===== src/rtl/maze_query_arbiter_if.sv =====
// maze_query_arbiter_if
// Bundles the sprite query bus and the maze ROM read port of the
// maze_query_arbiter.
//   req/req_x/req_y/req_dir : per-requester query (9-bit x/y, one-hot dir)
//   ack/collide             : one-cycle response pulse and wall result
//   busy/grant_id           : arbiter status
//   rom_en/rom_addr         : ROM read strobe and tile address
//   rom_data                : ROM wall bit returned ROM_LATENCY cycles later
// slave  : the arbiter side.
// master : the environment (sprites plus ROM).
interface maze_query_arbiter_if #(
    parameter int NUM_REQ = 4,
    parameter int ADDR_W  = 10
);
    logic [NUM_REQ-1:0]   req;
    logic [NUM_REQ*9-1:0] req_x;
    logic [NUM_REQ*9-1:0] req_y;
    logic [NUM_REQ*4-1:0] req_dir;
    logic [NUM_REQ-1:0]   ack;
    logic                 collide;
    logic                 busy;
    logic [2:0]           grant_id;
    logic                 rom_en;
    logic [ADDR_W-1:0]    rom_addr;
    logic                 rom_data;

    modport slave (
        input  req, req_x, req_y, req_dir, rom_data,
        output ack, collide, busy, grant_id, rom_en, rom_addr
    );

    modport master (
        output req, req_x, req_y, req_dir, rom_data,
        input  ack, collide, busy, grant_id, rom_en, rom_addr
    );
endinterface


===== src/rtl/maze_query_arbiter.sv =====
// maze_query_arbiter
// Shares one synchronous maze ROM read port among NUM_REQ sprites. Each query
// asks whether a sprite may move one pixel in a direction; the arbiter picks a
// requester round-robin, turns the probe pixel into a tile address, reads the
// ROM and returns a one-cycle ack with the collide bit.
// Ports:
//   clk, rst : clock, synchronous active-high reset
//   bus      : maze_query_arbiter_if.slave (query bus + ROM port)
// Optional build macro MAZE_ARB_PACMAN_PRIO_EN: requester 0 (pacman) wins
// every grant it asks for; the others share round-robin among themselves.
module maze_query_arbiter #(
    parameter int NUM_REQ     = 4,
    parameter int ROM_LATENCY = 1,
    parameter int TILE        = 12,
    parameter int SPRITE_W    = 12,
    parameter int MAP_COLS    = 28,
    parameter int MAP_ROWS    = 31,
    parameter int ADDR_W      = 10
) (
    input logic clk,
    input logic rst,
    maze_query_arbiter_if.slave bus
);
    typedef enum logic [1:0] {IDLE, ISSUE, WAIT, RESP} state_t;

    state_t     state, state_nxt;
    logic [2:0] rr_ptr, rr_nxt, gnt_idx, grant_r;
    logic       gnt_vld;
    logic [8:0] x_r, y_r, sel_x, sel_y;
    logic [3:0] dir_r, sel_dir;
    logic [1:0] wait_cnt;
    logic       forced_r, collide_r;

    logic [9:0]  px, py, col, row;
    logic [19:0] addr_full;
    logic        oob;

    // Round-robin pick: lowest set index at or above rr_ptr, else lowest set
    // index overall (the wrap). Loop indices are constants, so no variable
    // bit selects are needed.
    always_comb begin
        logic       hi_vld, lo_vld;
        logic [2:0] hi_idx, lo_idx;
        hi_vld = 1'b0;
        lo_vld = 1'b0;
        hi_idx = '0;
        lo_idx = '0;
        for (int i = NUM_REQ - 1; i >= 0; i--) begin
            if (bus.req[i]) begin
                lo_vld = 1'b1;
                lo_idx = 3'(i);
                if (3'(i) >= rr_ptr) begin
                    hi_vld = 1'b1;
                    hi_idx = 3'(i);
                end
            end
        end
        gnt_vld = lo_vld;
        gnt_idx = hi_vld ? hi_idx : lo_idx;
`ifdef MAZE_ARB_PACMAN_PRIO_EN
        if (bus.req[0]) gnt_idx = 3'd0;
`endif
        rr_nxt = (gnt_idx == 3'(NUM_REQ - 1)) ? 3'd0 : gnt_idx + 3'd1;
    end

    // Operand mux for the granted requester.
    always_comb begin
        sel_x   = '0;
        sel_y   = '0;
        sel_dir = '0;
        for (int i = 0; i < NUM_REQ; i++) begin
            if (gnt_idx == 3'(i)) begin
                sel_x   = bus.req_x[9*i +: 9];
                sel_y   = bus.req_y[9*i +: 9];
                sel_dir = bus.req_dir[4*i +: 4];
            end
        end
    end

    // Probe pixel and tile address from the latched query. 10-bit math keeps
    // x+SPRITE_W from wrapping; the x-1 / y-1 wrap at zero is masked by oob.
    always_comb begin
        px = {1'b0, x_r};
        py = {1'b0, y_r};
        case (dir_r)
            4'b1000: px = px - 10'd1;
            4'b0100: py = py - 10'd1;
            4'b0010: px = px + 10'(SPRITE_W);
            4'b0001: py = py + 10'(SPRITE_W);
            default: ;
        endcase
        col       = px / 10'(TILE);
        row       = py / 10'(TILE);
        addr_full = 20'(row) * 20'(MAP_COLS) + 20'(col);
        oob = (x_r == 9'd0 && dir_r == 4'b1000) ||
              (y_r == 9'd0 && dir_r == 4'b0100) ||
              (col >= 10'(MAP_COLS)) || (row >= 10'(MAP_ROWS)) ||
              !$onehot(dir_r);
    end

    // FSM state register.
    always_ff @(posedge clk) begin
        if (rst) state <= IDLE;
        else     state <= state_nxt;
    end

    // FSM next state.
    always_comb begin
        state_nxt = state;
        case (state)
            IDLE:  if (gnt_vld) state_nxt = ISSUE;
            ISSUE: state_nxt = WAIT;
            WAIT:  if (wait_cnt == 2'(ROM_LATENCY - 1)) state_nxt = RESP;
            RESP:  state_nxt = IDLE;
            default: state_nxt = IDLE;
        endcase
    end

    // FSM outputs. rom_en is combinational in ISSUE so the ROM word lands on
    // the last WAIT cycle, giving ack at grant + 2 + ROM_LATENCY.
    always_comb begin
        for (int i = 0; i < NUM_REQ; i++)
            bus.ack[i] = (state == RESP) && (grant_r == 3'(i));
        bus.collide  = (state == RESP) && collide_r;
        bus.busy     = (state != IDLE);
        bus.grant_id = grant_r;
        bus.rom_en   = (state == ISSUE) && !oob;
        bus.rom_addr = bus.rom_en ? addr_full[ADDR_W-1:0] : '0;
    end

    // Query datapath.
    always_ff @(posedge clk) begin
        if (rst) begin
            rr_ptr    <= '0;
            grant_r   <= '0;
            x_r       <= '0;
            y_r       <= '0;
            dir_r     <= '0;
            wait_cnt  <= '0;
            forced_r  <= 1'b0;
            collide_r <= 1'b0;
        end else begin
            case (state)
                IDLE: if (gnt_vld) begin
                    grant_r <= gnt_idx;
                    x_r     <= sel_x;
                    y_r     <= sel_y;
                    dir_r   <= sel_dir;
`ifdef MAZE_ARB_PACMAN_PRIO_EN
                    // Pacman grants leave the ghosts' rotation untouched.
                    if (gnt_idx != 3'd0) rr_ptr <= rr_nxt;
`else
                    rr_ptr <= rr_nxt;
`endif
                end
                ISSUE: begin
                    forced_r <= oob;
                    wait_cnt <= '0;
                end
                WAIT: begin
                    wait_cnt <= wait_cnt + 2'd1;
                    if (wait_cnt == 2'(ROM_LATENCY - 1))
                        collide_r <= forced_r | bus.rom_data;
                end
                default: ;
            endcase
        end
    end
endmodule


===== src/flat_wrapper.sv =====
// flat-port wrapper written by rule: the top's interface ports become plain ports
module maze_query_arbiter_flat 
#(
    parameter int NUM_REQ     = 4,
    parameter int ROM_LATENCY = 1,
    parameter int TILE        = 12,
    parameter int SPRITE_W    = 12,
    parameter int MAP_COLS    = 28,
    parameter int MAP_ROWS    = 31,
    parameter int ADDR_W      = 10
)
  (clk, rst, bus_req, bus_req_x, bus_req_y, bus_req_dir, bus_rom_data, bus_ack, bus_collide, bus_busy, bus_grant_id, bus_rom_en, bus_rom_addr);
  maze_query_arbiter_if #(.NUM_REQ(NUM_REQ), .ADDR_W(ADDR_W)) bus_i ();
  input logic clk;
  input logic rst;
  input wire logic [$bits(bus_i.req)-1:0] bus_req;
  input wire logic [$bits(bus_i.req_x)-1:0] bus_req_x;
  input wire logic [$bits(bus_i.req_y)-1:0] bus_req_y;
  input wire logic [$bits(bus_i.req_dir)-1:0] bus_req_dir;
  input wire logic [$bits(bus_i.rom_data)-1:0] bus_rom_data;
  output wire logic [$bits(bus_i.ack)-1:0] bus_ack;
  output wire logic [$bits(bus_i.collide)-1:0] bus_collide;
  output wire logic [$bits(bus_i.busy)-1:0] bus_busy;
  output wire logic [$bits(bus_i.grant_id)-1:0] bus_grant_id;
  output wire logic [$bits(bus_i.rom_en)-1:0] bus_rom_en;
  output wire logic [$bits(bus_i.rom_addr)-1:0] bus_rom_addr;
  assign bus_i.req = bus_req;
  assign bus_i.req_x = bus_req_x;
  assign bus_i.req_y = bus_req_y;
  assign bus_i.req_dir = bus_req_dir;
  assign bus_i.rom_data = bus_rom_data;
  assign bus_ack = bus_i.ack;
  assign bus_collide = bus_i.collide;
  assign bus_busy = bus_i.busy;
  assign bus_grant_id = bus_i.grant_id;
  assign bus_rom_en = bus_i.rom_en;
  assign bus_rom_addr = bus_i.rom_addr;
  maze_query_arbiter #(.NUM_REQ(NUM_REQ), .ROM_LATENCY(ROM_LATENCY), .TILE(TILE), .SPRITE_W(SPRITE_W), .MAP_COLS(MAP_COLS), .MAP_ROWS(MAP_ROWS), .ADDR_W(ADDR_W)) u_core (.clk(clk), .rst(rst), .bus(bus_i));
endmodule

===== config.mk =====
export PLATFORM = sky130hd
export DESIGN_NAME = maze_query_arbiter_flat
export DESIGN_NICKNAME = d
export VERILOG_FILES = /design/src/rtl/maze_query_arbiter_if.sv /design/src/rtl/maze_query_arbiter.sv /design/src/flat_wrapper.sv
export SDC_FILE = /design/constraint.sdc
export NUM_CORES = 1
export LEC_CHECK = 0
export ABC_AREA = 1
export BUFFER_PORTS_ARGS = -buffer_cell sky130_fd_sc_hd__buf_2
export CORE_MARGIN = 4
export CORE_UTILIZATION = 50
export CTS_BUF_LIST = sky130_fd_sc_hd__clkbuf_8
export DETAILED_ROUTE_END_ITERATION = 12
export GPL_TIMING_DRIVEN = 0
export PLACE_DENSITY_LB_ADDON = 0.25
export SETUP_SLACK_MARGIN = 0.4
export SKIP_CTS_REPAIR_TIMING = 1
export SLEW_MARGIN = 5
export SYNTH_ARGS = -nofsm -noshare
export SYNTH_HDL_FRONTEND = slang
export SYNTH_SLANG_ARGS = --single-unit

===== constraint.sdc =====
create_clock -name clk -period 5.11 [get_ports clk]
set_input_delay 0.511 -clock clk [delete_from_list [all_inputs] [get_ports clk]]
set_output_delay 0.511 -clock clk [all_outputs]
set_load 0.05 [all_outputs]

==> impl_results.md, run 1 <==
* Status: finished, violations left
* Failing checks: setup timing
* Routed WL per cell at 14.7 um
* Most used cell along the critical path: nand2_2
* Post-synth EDFFs at 0
* Synth area leaders: dfxtp_1, nand2_1, ha_1, inv_1, a21oi_1
* Die area at 0.00970 sq mm
* DRT Pass-1 Iters at 5
* Tmin final at 5.87 ns
* Crit. End Element: output port
* Post-route clock period utilization at 115%
* Worst Hold Endpoint: u_core.wait_cnt[0]$_SDFFE_PP0P_
* Mapped Area at 0.00409 sq mm
* Total Routing Usage GR at 24.7%
* CTS Buf Count at 5
* Hold Crit Class: reg -> reg
* Synth cell count leaders: nand2_1, inv_1, a21oi_1
* Worst Reg-to-Reg Cells at 28
* DRT antenna net count at 0
* Final setup margin at -0.759 ns
* Clk_lat worst skew at 0.28 ns
* Die Ht at 98.5 um
* Number of port buffers at 112
* Layout cells sized above 1 at 34.4%
* Crit path required time at 4.60 ns
* Post-synthesis cell count at 649
* Critical Path Max Stage Delay at 0.52 ns
* Number of I/O pins at 115
* Post-synth cell types at 47
* Final number of setup-violating endpoints at 5
* Hold Startpoint: u_core.wait_cnt[0]$_SDFFE_PP0P_
* Slew Limit Fails at 0
* Synth Flop Type: dfxtp_1
* Hpwl dp at 10.4 mm
* Critical path class: reg -> out
* CP Depth at 36
* Startpoint types: register
* Max-cap violations at 0
* Drt drc at 0
* Fin nets at 932
* Crit Reg-Reg Endpoint: u_core.forced_r$_SDFFE_PP0N_
* P&R area growth vs syn at 34.1%
* Worst slew margin at 64.0%
* CTS tree: built
* CP max stage cell: fa_1
* Via count at 4973
* Row cnt at 32
* Vias in the first global route at 4514
* Initial Utilization at 52.2%
* Post-synth top area share at 15.7%
* Delay-heaviest family, CP: simple AND/OR/NAND/NOR gates
* Initial antenna violation count at 0
* Synthesized Nets at 789
* Worst Tran Pin Value at 0.540 ns
* Core Box Area at 0.00785 sq mm
* Routability cong. at 0.928
* Post-synthesis sequential area ratio at 15.7%
* Final Hold Viols at 0
* Place WS at -0.721 ns
* Maximum fanout along the worst path at 4
* YS warnings at 0
* Clk sinks at 32
* Die Wd at 98.5 um
* Top-count cell post-synth: nand2_1
* Worst Path Arrival at 5.36 ns
* Diode count at 0
* First-pass GRT wire length at 20.3 mm
* Ys async rst share at 0%
* Clk_skew at 0.00970 ns
* Syn_area_per_cell at 6.31 sq um
* Largest area contributor in the netlist: dfxtp_1
* Post-Route WL at 13.2 mm
* R2r setup slk at 1.51 ns
* Register bit count reported by yosys at 32
* Clock-pin slew on the worst setup and hold paths at 0.07 ns
* Htree depth at 2
* Via density at 5.56
* Fmax at 170 MHz
* Crit path buffers/inverters at 7
* Worst reg2reg startpoint: u_core.dir_r[3]$_SDFFE_PP0P_
* GRT overflow at 0
* Maximum number of pins on one net before global-route repair at 11
* Max Root-Sink Buffers at 2
* Starting DRT DRC Count at 360
* Hold path cells at 1
* Root Buffer Master: clkbuf_8
* RSZ-0062 raised after global routing: yes
-- worst max path at each step --
stage	start	to	slack (ns)
2_1_floorplan	u_core.y_r[2]$_SDFFE_PP0P_	bus_rom_addr[8]	-0.09
3_3_place_gp	u_core.dir_r[2]$_SDFFE_PP0P_	bus_rom_addr[8]	-0.53
3_5_place_dp	u_core.y_r[0]$_SDFFE_PP0P_	bus_rom_addr[8]	-0.72
4_1_cts	u_core.y_r[0]$_SDFFE_PP0P_	bus_rom_addr[8]	-1.04
5_1_grt	u_core.y_r[3]$_SDFFE_PP0P_	bus_rom_addr[9]	-1.06
6_report	u_core.y_r[3]$_SDFFE_PP0P_	bus_rom_addr[9]	-0.76
-- through the flow --
stage	utilization, %	instance area, sq um	std cells	hold slack (ns)	TNS (ns)
6_report	70.0	5490	895	0.468	-2.76
5_1_grt	70.0	5490	895	0.490	-4.22
2_1_floorplan	-	4210	649	0.437	-0.142
3_5_place_dp	62.4	4900	863	0.457	-2.38
4_1_cts	63.8	5010	871	0.467	-4.01
3_3_place_gp	62.4	4900	863	0.453	-1.56
-- flip-flops by register name, summed over array words and instances (netlist names) --
| signal | flops |
|---|---|
| u_core.bus.grant_id | 2 |
| u_core.collide_r | 1 |
| u_core.dir_r | 4 |
| u_core.forced_r | 1 |
| u_core.rr_ptr | 2 |
| u_core.state | 2 |
| u_core.wait_cnt | 2 |
| u_core.x_r | 9 |
| u_core.y_r | 9 |
-- metal layers --
metal / global-route usage, % / routed length [um]
met2: 45.8 / 6790
met4: 4.10 / 153
met1: 30.6 / 5360
met3: 3.40 / 857
met5: 0 / 0
-- area by class of cell --
| cell class | count | area, sq um |
|---|---|---|
| clock buffers | 5 | 68.8 |
| inverters | 91 | 359 |
| well taps | 102 | 128 |
| multi-input cells | 501 | 3330 |
| flip-flops and latches | 32 | 657 |
| clock inverters | 3 | 38.8 |
| fillers | 664 | 2360 |
| repair buffers | 136 | 791 |
| plain buffers | 25 | 116 |
-- worst register-to-register path: cells and delay by family (launching register included) --
kind,cells,cell delay [ns]
and+or+nand+nor,18,1.56
buffers and inverters,5,0.61
AOI/OAI and AO/OA,3,0.60
adders and majority gates,2,0.39
DFF,1,0.34
-- cell families after synthesis --
group                      after synthesis  synth area share (%)
DFF                                     32                  15.7
other                                    1                0.0916
adders and majority gates               45                  15.2
xor gates and xnor gates                 5                  1.07
buffers and inverters                  116                  11.3
AOI/OAI and AO/OA                      166                  25.2
and+or+nand+nor                        284                  31.5
-- layout by cell type (no fill, tap or decap), drive strengths merged, types with 2 or more instances in the layout --
cell type / Yosys / layout
fa: 8 / 8
inv: 89 / 91
ha: 37 / 37
buf: 7 / 142
nand3: 44 / 44
clkbuf: 18 / 24
a22oi: 22 / 22
nor3: 11 / 11
a31oi: 6 / 6
nand2: 163 / 163
a221oi: 22 / 22
nor2: 54 / 54
a211oi: 4 / 4
o21ai: 52 / 52
xor2: 4 / 4
o22ai: 5 / 5
dfxtp: 32 / 32
nand4: 7 / 7
a21oi: 49 / 49
clkinv: 2 / 2
Power of run 1 is not shown: default switching activity piles up to over one toggle a cycle in this logic, so the estimate is an artifact.
==> run 2, diff against run 1 <==
- ABC_AREA: 1 -> 0
- GPL_TIMING_DRIVEN: 0 -> unset
==> run 2 against run 1 <==
- the flow still finishes with violations (setup timing)
- hold slack improved by 0.0082 ns
- sequential cell count unchanged
- die area grew 5.9%
- global-route usage is 0.52 points lower
- clock skew up 0.0016 ns
- via count is 2.5% higher
- register-to-register slack got worse by 0.70 ns
- non-clock buffer count is 34 higher
- area after synthesis rose by 6.4%
- critical path depth decreased by 14
- routed wire length fell by 1.9%
- synthesized cell count is 5.9% lower
- largest cell class unchanged
==> impl_results.md, run 2 <==
* Hold Crit Class: reg -> reg (unchanged)
* Vias in the first global route at 4792 (was 4514)
* Delay-heaviest family, CP: adder cells (was simple AND/OR/NAND/NOR gates)
* Design area at 0.00602 sq mm (was 0.00549 sq mm)
* Post-route clock period utilization at 117% (was 115%)
* Post-synthesis sequential area ratio at 14.7% (was 15.7%)
* Ys async rst share at 0% (unchanged)
* Routability cong. at 0.944 (was 0.928)
* Mapped Area at 0.00436 sq mm (was 0.00409 sq mm)
* Hold path cells at 2 (was 1)
* Number of fill cells at 679 (was 664)
* Critical path cell sequence: inv_2 > ha_4 > and2_4 > and2_4 > mux4_2 > a21o_1 > mux2_4 > a21oi_4 > a22oi_4 > and4b_1 > or4_4 > fa_1 > ha_2 > fa_2 > ha_4 > nor2b_4 > o21ai_2 > nand2b_1 > buf_6 > xnor2_4 > nor2_4 > buf_6
* Initial Utilization at 52.2% (about the same)
* Number of port buffers at 113 (was 112)
* Layout cells sized above 1 at 36.8% (was 34.4%)
* Final number of setup-violating endpoints at 10 (was 5)
* Maximum fanout along the worst path at 4 (unchanged)
* Via density at 5.78 (was 5.56)
* Clk_skew at 0.0113 ns (was 0.00970 ns)
* Post-synth top area share at 14.7% (was 15.7%)
* CTS Buf Count at 5 (unchanged)
* Slew Limit Fails at 0 (unchanged)
* Post-synth EDFFs at 0 (unchanged)
* Die area at 0.0103 sq mm (was 0.00970 sq mm)
* Critical Path Max Stage Delay at 0.59 ns (was 0.52 ns)
* Row cnt at 33 (was 32)
* Placed cell area at 0.00567 sq mm (was 0.00490 sq mm)
* Final cell count without fillers at 882 (was 895)
* Syn_area_per_cell at 7.13 sq um (was 6.31 sq um)
* Max Root-Sink Buffers at 2 (unchanged)
* Via count at 5096 (was 4973)
* Post-synthesis cell count at 611 (was 649)
* Final setup margin at -0.867 ns (was -0.759 ns)
* GRT overflow at 0 (unchanged)
* Clk sinks at 32 (unchanged)
* Hpwl dp at 10.5 mm (was 10.4 mm)
* Failing checks: setup timing (unchanged)
* Synthesized Nets at 751 (was 789)
* Biggest regs: u_core.x_r: 9 flops, u_core.y_r: 9 flops, u_core.dir_r: 4 flops (unchanged)
* RSZ-0062 raised after global routing: yes (unchanged)
* Worst Tran Pin Value at 0.988 ns (was 0.540 ns)
* Post-synth cell types at 80 (was 47)
* Tmin final at 5.98 ns (was 5.87 ns)
* Post-Route WL at 12.9 mm (was 13.2 mm)
* First-pass GRT wire length at 20.7 mm (was 20.3 mm)
* Diode count at 0 (unchanged)
* Drt drc at 0 (unchanged)
* CTS tree: built (unchanged)
* Die Ht at 101 um (was 98.5 um)
* Number of I/O pins at 115 (unchanged)
* Worst slew margin at 34.1% (was 64.0%)
* Synth Flop Type: dfxtp_1 (unchanged)
* Final Hold Viols at 0 (unchanged)
* Commonest cells after routing, fill and taps aside: buf_2, nor2_1, buf_4 (was nand2_1, buf_2, inv_1)
* Crit path buffers/inverters at 3 (was 7)
* Htree depth at 2 (unchanged)
* P&R area growth vs syn at 38.2% (was 34.1%)
* Die Wd at 101 um (was 98.5 um)
* DRT Pass-1 Iters at 5 (unchanged)
* Top-count cell post-synth: nor2_1 (was nand2_1)
* Fmax at 167 MHz (was 170 MHz)
* Routed WL per cell at 14.6 um (was 14.7 um)
* Critical path class: reg -> out (unchanged)
* Fin nets at 916 (was 932)
* Synth cell count leaders: nor2_1, nand2_1, a21oi_1 (was nand2_1, inv_1, a21oi_1)
* CP max stage cell: fa_2 (was fa_1)
* Max-cap violations at 0 (unchanged)
* Core Box Area at 0.00834 sq mm (was 0.00785 sq mm)
* Synth area leaders: dfxtp_1, ha_1, nor2_1, a21oi_1, nand2_1 (was dfxtp_1, nand2_1, ha_1, inv_1, a21oi_1)
* Commonest non-fill, non-tap cell in the layout: buf_2 (was nand2_1)
* Post-placement cell count at 869 (was 863)
* Crit path required time at 4.60 ns (about the same)
* Largest area contributor in the netlist: dfxtp_1 (unchanged)
* Root Buffer Master: clkbuf_8 (unchanged)
* Total Routing Usage GR at 24.1% (was 24.7%)
* Clk_lat worst skew at 0.29 ns (was 0.28 ns)
* Final TNS setup at -4.23 ns (was -2.76 ns)
* Status: finished, violations left (unchanged)
* YS warnings at 0 (unchanged)
* Initial antenna violation count at 0 (unchanged)
* Maximum number of pins on one net before global-route repair at 50 (was 11)
* Starting DRT DRC Count at 215 (was 360)
* Clock-pin slew on the worst setup and hold paths at 0.07 ns (about the same)
* Crit. End Element: output port (unchanged)
* CP Depth at 22 (was 36)
* Startpoint types: register (unchanged)
* Worst Reg-to-Reg Cells at 20 (was 28)
* DRT antenna net count at 0 (unchanged)
* Register bit count reported by yosys at 32 (unchanged)
* Worst Path Arrival at 5.47 ns (was 5.36 ns)
-- run 2: changes by cell type after synthesis, sizes merged, moves of 8 or more --
cell / change
nand2: -109
inv: -51
nor2: +31
nand3: -30
o211ai: +24
a221oi: -21
o21ai: -14
and2: +12
clkbuf: +9
mux2i: +8
nor2b: +8
xnor2: +8
-- run 2: cells by family after synthesis --
group / after synthesis / share of synthesized area (%)
AO/OA/AOI/OAI: 199 / 31.6
XOR/XNOR: 11 / 2.21
adder cells (fa/ha/maj): 45 / 14.3
buffers and inverters: 75 / 7.12
flip-flops: 32 / 14.7
multiplexers: 12 / 3.13
other: 1 / 0.0861
AND/OR/NAND/NOR: 236 / 26.8
-- run 2: cell type report --
type | instances | area, sq um | share of cell area, %
Multi-Input combinational cell | 504 | 3700 | 61.5
Timing Repair Buffer | 195 | 1270 | 21.1
Sequential cell | 32 | 654 | 10.9
Inverter | 38 | 150 | 2.49
Tap cell | 105 | 131 | 2.18
Clock buffer | 5 | 68.8 | 1.14
Clock inverter | 3 | 38.8 | 0.644
-- run 2: worst min-delay path: cells and delay by family (launching register included) --
kind	cells	cell delay (ns)
simple gates	1	0.06
flops	1	0.31
compound gates	1	0.05
-- run 2: path summary, 6_finish.rpt --
| path | slack [ns] | end | startpoint |
|---|---|---|---|
| setup / recovery | -0.87 | bus_rom_addr[7] | u_core.dir_r[0]$_SDFFE_PP0P_ |
| hold / removal | 0.48 | u_core.wait_cnt[1]$_SDFFE_PP0P_ | u_core.wait_cnt[1]$_SDFFE_PP0P_ |
| setup reg to reg | 0.81 | u_core.forced_r$_SDFFE_PP0N_ | u_core.dir_r[0]$_SDFFE_PP0P_ |
| hold reg to reg | 0.48 | u_core.wait_cnt[1]$_SDFFE_PP0P_ | u_core.wait_cnt[1]$_SDFFE_PP0P_ |
-- run 2: metrics by stage --
| stage | hold WS [ns] | worst slack [ns] | util, % |
|---|---|---|---|
| 2_1_floorplan | 0.445 | -0.491 | - |
| 3_3_place_gp | 0.455 | -0.520 | 68.0 |
| 3_5_place_dp | 0.469 | -0.647 | 68.0 |
| 4_1_cts | 0.479 | -0.958 | 69.3 |
| 5_1_grt | 0.491 | -1.02 | 72.2 |
| 6_report | 0.477 | -0.867 | 72.2 |
-- run 2: metal layers --
layer / wire length (um) / global-route usage [%]
met3: 673 / 3.31
met5: 0 / 0
met4: 207 / 6.85
met2: 6520 / 44.2
met1: 5500 / 29.3
Power of run 2 is left out for the same reason.
